## src/rtl/memory_interface_controller.sv

```systemverilog
// Word-addressed ROM/RAM front end with programmable wait states, MFC/ERROR handshake.
// Optional macro MEMCTL_ROM_WRITE_PROTECT_EN makes writes into the ROM range fault.
module memory_interface_controller #(
    parameter int          ROM_WORDS  = 128,
    parameter logic [31:0] RAM_BASE   = 32'h100,
    parameter int          RAM_WORDS  = 256,
    parameter int          READ_WAIT  = 2,
    parameter int          WRITE_WAIT = 1
) (
    input  logic        Clock,
    input  logic        Reset_n,
    input  logic [31:0] MEM_Address,
    input  logic [31:0] MEM_Data_In,
    input  logic [1:0]  MEM_r_w_z_z,
    output logic [31:0] MEM_Data_Out,
    output logic        MEM_MFC,
    output logic        MEM_ERROR,
    output logic [31:0] ROM_Address,
    input  logic [31:0] ROM_Data,
    output logic [31:0] RAM_Address,
    output logic [31:0] RAM_Data_Wr,
    output logic        RAM_Write,
    input  logic [31:0] RAM_Data_Rd,
    output logic [2:0]  Ctl_State
);

    typedef enum logic [2:0] {
        S_IDLE   = 3'd0,
        S_WAIT   = 3'd1,
        S_ACCESS = 3'd2,
        S_DONE   = 3'd3,
        S_FAULT  = 3'd4
    } state_t;

    localparam int          RAM_AW     = (RAM_WORDS > 1) ? $clog2(RAM_WORDS) : 1;
    localparam logic [31:0] ROM_LIMIT  = 32'(ROM_WORDS);
    localparam logic [31:0] RAM_SIZE   = 32'(RAM_WORDS);
    localparam logic [3:0]  RD_WAIT    = 4'(READ_WAIT);
    localparam logic [3:0]  WR_WAIT    = 4'(WRITE_WAIT);

    state_t      state_q, state_d;
    logic [3:0]  cnt_q, cnt_d;
    logic [31:0] addr_q, addr_d;
    logic [31:0] data_q, data_d;
    logic [1:0]  op_q, op_d;
    logic        rom_sel_q, rom_sel_d;
    logic [31:0] rdata_q, rdata_d;
    logic        mfc_q, mfc_d;
    logic        err_q, err_d;
    logic [31:0] rom_addr_q, rom_addr_d;
    logic [31:0] ram_addr_q, ram_addr_d;
    logic [31:0] wdata_q, wdata_d;
    logic        ram_we_q, ram_we_d;

    logic [31:0] ram_off;
    logic        hit_rom, hit_ram, live_write, live_fault, req_changed;
    logic [3:0]  wait_cnt;

    assign ram_off    = MEM_Address - RAM_BASE;
    assign hit_rom    = (MEM_Address < ROM_LIMIT);
    assign hit_ram    = (MEM_Address >= RAM_BASE) && (ram_off < RAM_SIZE);
    assign live_write = MEM_r_w_z_z[0];
    assign wait_cnt   = live_write ? WR_WAIT : RD_WAIT;

`ifdef MEMCTL_ROM_WRITE_PROTECT_EN
    assign live_fault = !(hit_rom || hit_ram) || (hit_rom && live_write);
`else
    assign live_fault = !(hit_rom || hit_ram);
`endif

    // Write data only matters for identity when the captured op is a write.
    assign req_changed = MEM_r_w_z_z[1] || (MEM_r_w_z_z != op_q) || (MEM_Address != addr_q)
                         || (op_q[0] && (MEM_Data_In != data_q));

    always_comb begin
        state_d    = state_q;
        cnt_d      = cnt_q;
        addr_d     = addr_q;
        data_d     = data_q;
        op_d       = op_q;
        rom_sel_d  = rom_sel_q;
        rdata_d    = rdata_q;
        rom_addr_d = rom_addr_q;
        ram_addr_d = ram_addr_q;
        wdata_d    = wdata_q;
        ram_we_d   = 1'b0;
        // Completion flags lag the state by one edge so MFC follows DONE/FAULT entry.
        mfc_d      = (state_q == S_DONE) || (state_q == S_FAULT);
        err_d      = (state_q == S_FAULT);

        case (state_q)
            S_IDLE: begin
                if (!MEM_r_w_z_z[1]) begin
                    addr_d    = MEM_Address;
                    data_d    = MEM_Data_In;
                    op_d      = MEM_r_w_z_z;
                    rom_sel_d = hit_rom;
                    if (live_fault) begin
                        state_d = S_FAULT;
                        rdata_d = 32'd0;
                    end else begin
                        if (hit_rom) begin
                            rom_addr_d = MEM_Address;
                        end else begin
                            ram_addr_d = {{(32-RAM_AW){1'b0}}, ram_off[RAM_AW-1:0]};
                        end
                        if (live_write) begin
                            wdata_d = MEM_Data_In;
                        end
                        if (wait_cnt == 4'd0) begin
                            state_d  = S_ACCESS;
                            ram_we_d = live_write && hit_ram;
                        end else begin
                            cnt_d   = wait_cnt - 4'd1;
                            state_d = S_WAIT;
                        end
                    end
                end
            end
            S_WAIT: begin
                if (req_changed) begin
                    state_d = S_IDLE;
                end else if (cnt_q == 4'd0) begin
                    state_d  = S_ACCESS;
                    ram_we_d = op_q[0] && !rom_sel_q;
                end else begin
                    cnt_d = cnt_q - 4'd1;
                end
            end
            S_ACCESS: begin
                if (!op_q[0]) begin
                    rdata_d = rom_sel_q ? ROM_Data : RAM_Data_Rd;
                end
                state_d = req_changed ? S_IDLE : S_DONE;
            end
            S_DONE, S_FAULT: begin
                if (req_changed) begin
                    state_d = S_IDLE;
                end
            end
            default: state_d = S_IDLE;
        endcase
    end

    always_ff @(posedge Clock or negedge Reset_n) begin
        if (!Reset_n) begin
            state_q    <= S_IDLE;
            cnt_q      <= 4'd0;
            addr_q     <= 32'd0;
            data_q     <= 32'd0;
            op_q       <= 2'b10;
            rom_sel_q  <= 1'b0;
            rdata_q    <= 32'd0;
            mfc_q      <= 1'b0;
            err_q      <= 1'b0;
            rom_addr_q <= 32'd0;
            ram_addr_q <= 32'd0;
            wdata_q    <= 32'd0;
            ram_we_q   <= 1'b0;
        end else begin
            state_q    <= state_d;
            cnt_q      <= cnt_d;
            addr_q     <= addr_d;
            data_q     <= data_d;
            op_q       <= op_d;
            rom_sel_q  <= rom_sel_d;
            rdata_q    <= rdata_d;
            mfc_q      <= mfc_d;
            err_q      <= err_d;
            rom_addr_q <= rom_addr_d;
            ram_addr_q <= ram_addr_d;
            wdata_q    <= wdata_d;
            ram_we_q   <= ram_we_d;
        end
    end

    assign MEM_Data_Out = rdata_q;
    assign MEM_MFC      = mfc_q;
    assign MEM_ERROR    = err_q;
    assign ROM_Address  = rom_addr_q;
    assign RAM_Address  = ram_addr_q;
    assign RAM_Data_Wr  = wdata_q;
    assign RAM_Write    = ram_we_q;
    assign Ctl_State    = state_q;

endmodule

```

## config.mk

```make
export PLATFORM = sky130hd
export DESIGN_NAME = memory_interface_controller
export DESIGN_NICKNAME = d
export VERILOG_FILES = /design/src/rtl/memory_interface_controller.sv
export SDC_FILE = /design/constraint.sdc
export NUM_CORES = 1
export LEC_CHECK = 0
export CORE_MARGIN = 3
export CORE_UTILIZATION = 31
export DETAILED_ROUTE_END_ITERATION = 12
export PLACE_DENSITY = 0.54
export SLEW_MARGIN = 20
export SYNTH_ARGS = -nofsm -noshare
export SYNTH_HDL_FRONTEND = slang
export SYNTH_SLANG_ARGS = --single-unit
```

## constraint.sdc

```tcl
create_clock -name Clock -period 4.5 [get_ports Clock]
set_input_delay 0.675 -clock Clock [delete_from_list [all_inputs] [get_ports Clock]]
set_output_delay 0.675 -clock Clock [all_outputs]
set_load 0.05 [all_outputs]
```

==> results.tsv <==
metric	value	unit
DRC violation total after the first TritonRoute iteration	223	
Most used DFF post-synth	dfrtp_1	
total I/O pin count	266	
Area Growth Syn to Fin	40.33	%
RSZ-0062 raised after global routing	false	
most frequent cells after synthesis	199 x nand2_1, 180 x dfrtp_1, 35 x mux2_2, 33 x xor2_1	
combinational share of power	0.127	
All-Layer GR Usage	0.1549	
maximum number of pins on one net before global-route repair	122	
filler-free cell count of the finished design	1300	
Pre-Repair DR Iteration Count	5	
average cell area after synthesis	11.16	µm²
power density over cell area	326.0	mW/mm²
clock root buffer master	clkbuf_16	
total leakage power	5.092	nW
setup TNS after final layout	0	ns
detailed-route via count	5864	
worst endpoint required time	4.80	ns
post-synth cell types	45	
final critical delay including setup and external delays	3.063	ns
vias per std cell	4.511	
overflow left after global routing	0	
antenna viol nets, final	0	
routability-driven placement congestion ratio	0.7687	
part of the power in registers	0.477	
run status	finished clean	
reg2reg end	cnt_q[0]	
clock insertion delay at the later pin of the skew report	0.42	ns
final setup margin	1.437	ns
Area contributors post-synth	dfrtp_1 56%, nand2_1 9.3%, mux2_2 4.9%	
Arr. time, crit path	3.37	ns
CTS tree	done	
overall routed net length	21350	µm
Hold Path Class	input pin to asynchronous set/reset pin	
proportion of netlist area held by the largest area contributor	0.5581	
Num CTS Buffers	17	
R2R depth	7	
critical path class	input pin to flop	
Slew @ Worst Pin	0.9871	ns
H-Tree Depth	4	
# Max-Cap Violations	0	
total die area	0.02801	mm²
met3 WL post-DR	1543	µm
Post-Place Cells	1267	
Max Transition Viols Final	0	
clk sinks	181	
Slowest cell on crit path	nor4_1	
worst-case clock skew	0.01116	ns
max layer used	met5	
headroom to the max-slew limit	0.3419	
family with the most delay on the worst path	simple AND/OR/NAND/NOR gates	
Final #Nets	1091	
clock slew at reported path FFs	0.08	ns
initial antenna violation count	1	
number of I/O port buffers	241	
post-cts hold buffer count	0	
worst setup slack before clock tree synthesis	0.9888	ns
Achievable Freq	326.4	MHz
EDFF count, synth	0	
Worst Setup Start Kind	input pin	
VDD IR max	212.2	µV
number of cells upsized or downsized after cts	0	
drt drc	0	
Buf+Inv Stages, Crit Path	2	
effective utilization at floorplan	0.3178	
routed wirelength normalized by instance count	16.42	µm
switching power total	0.9911	mW
length of routed wiring on met1	10000	µm
Final period util	0.6808	
largest driver fanout on the critical path	32	
Yosys Warn Count	0	
#FFs+latches synth	181	
number of global-route vias before repair	6098	
Post-Synthesis Cells	723	
Core Box Area	0.02540	mm²
sequential fraction of the synthesis area	0.5613	
proportion of power drawn by the clock network	0.397	
Hold Violations, Final	0	
layout cell share with drive strength beyond 1	0.09897	
number of setup violations in the final report	0	
most frequently used cell type in the post-synthesis netlist	nand2_1	
row count	58	
wire length of the first global-routing pass	34770	µm
Worst path max stage delay	0.50	ns
Die X-Extent	167.4	µm
buffers from clock root to sink, at most	2	
post-synthesis instance area	0.008071	mm²
ordered list of cells on the worst path	clkdlybuf4s50_1, nor4_1, nand4_1, nor4_4, nand2_2, nor3_4, buf_4, mux2_2	
cell-internal power	2.701	mW
slack of the worst reg-to-reg path	1.86	ns
Pwr Total	3.692	mW
antenna diode count	0	
proportion of total power due to net switching	0.2684	
vertical die dimension	167.4	µm
R2R Path Start	data_q[30]	
count of buffers added by post-CTS timing repair for setup	0	
category of the worst setup path capture point	flop	
cell type with the largest total area after synthesis	dfrtp_1	
WL met2	9657	µm
fraction of registers with async set or reset after synthesis	1.000	
HPWL after detailed placement	15240	µm
-- worst max-delay path by stage --
stage	from	endpoint	slack, ns	cells past startpoint
2_1_floorplan	MEM_Address[15]	RAM_Data_Wr[0]	1.99	6
3_3_place_gp	MEM_Data_In[30]	cnt_q[0]	1.03	8
3_5_place_dp	MEM_Data_In[30]	cnt_q[0]	0.99	8
4_1_cts	MEM_Data_In[30]	cnt_q[0]	1.43	8
5_1_grt	MEM_Data_In[30]	cnt_q[0]	1.26	8
6_report	MEM_Address[24]	RAM_Data_Wr[12]	1.44	8
-- per-layer routing --
| metal | GRT usage | vias to the layer above |
|---|---|---|
| li1 | - | 2836 |
| met1 | 0.2144 | 2805 |
| met2 | 0.2420 | 210 |
| met3 | 0.04769 | 11 |
| met4 | 0.03202 | 2 |
| met5 | 0 | - |
-- logic make-up after synthesis --
logic type      Yosys count  share of synthesized area
compound gates           51                    0.05131
flops                   181                     0.5613
other cells               1                  0.0004646
simple gates            282                     0.1592
mux                      79                     0.1099
buf+inv                  62                    0.04418
fa+ha+maj                 2                   0.003100
xor+xnor                 65                    0.07053
-- flip-flops by register name, indices dropped and copies added, names as in the netlist --
| register | count |
|---|---|
| RAM_Address | 8 |
| data_q | 32 |
| op_q | 2 |
| cnt_q | 4 |
| MEM_Data_Out | 32 |
| rom_sel_q | 1 |
| MEM_ERROR | 1 |
| addr_q | 32 |
| RAM_Data_Wr | 32 |
| RAM_Write | 1 |
| ROM_Address | 32 |
| MEM_MFC | 1 |
| Ctl_State | 3 |
-- per-stage QoR --
step	instance area (µm²)	hold WS, ns	utilization
after floorplan	8158	0.3794	-
after global placement	10720	0.4702	0.4222
after detailed placement	10720	0.4753	0.4222
after CTS	11300	0.4451	0.4449
after global routing	11330	0.1334	0.4460
final	11330	0.1429	0.4460
-- final cells by class --
type | instances | area (µm²)
Clock inverter | 13 | 142.6
Inverter | 5 | 18.77
Sequential cell | 181 | 4532
Tap cell | 330 | 412.9
Fill cell | 2421 | 14070
Multi-Input combinational cell | 503 | 3279
Clock buffer | 19 | 432.9
Timing Repair Buffer | 249 | 2509
-- worst reg2reg max path, stage by stage (launching register included) --
cell	delay [ns]
dfrtp_1	0.40
xor2_1	0.17
nor4_1	0.52
nand4_1	0.19
o21ai_0	0.33
nand4_1	0.34
o21a_1	0.34
o221a_2	0.24
-- cell usage in the layout (no fill, tap or decap), types with 3 or more instances in the layout --
cell type	Yosys	final
mux2_4	10	10
inv_1	5	5
dfrtp_1	180	179
and3_1	3	3
xor2_1	33	33
buf_4	25	6
nor2b_1	26	26
o21ai_0	4	4
o21a_1	3	3
nor2_1	9	9
nor3_1	3	3
mux2i_1	32	32
nor4_1	15	14
nand4_1	12	12
inv_8	0	4
mux2_2	35	35
nand2_1	199	198
clkbuf_16	0	17
clkdlybuf4s50_1	0	240
conb_1	1	24
o2bb2ai_1	32	32
xnor2_1	32	32
clkinv_4	0	4
-- power groups by stage --
stage	clock network [mW]	registers [mW]	logic (mW)
5_1_grt	1.59	1.77	0.526
3_3_place_gp	0	1.79	0.471
3_5_place_dp	0	1.79	0.472
6_report	1.47	1.76	0.468
2_1_floorplan	0	1.79	0.247
4_1_cts	1.52	1.76	0.474
(Power assumes the default switching activity.)
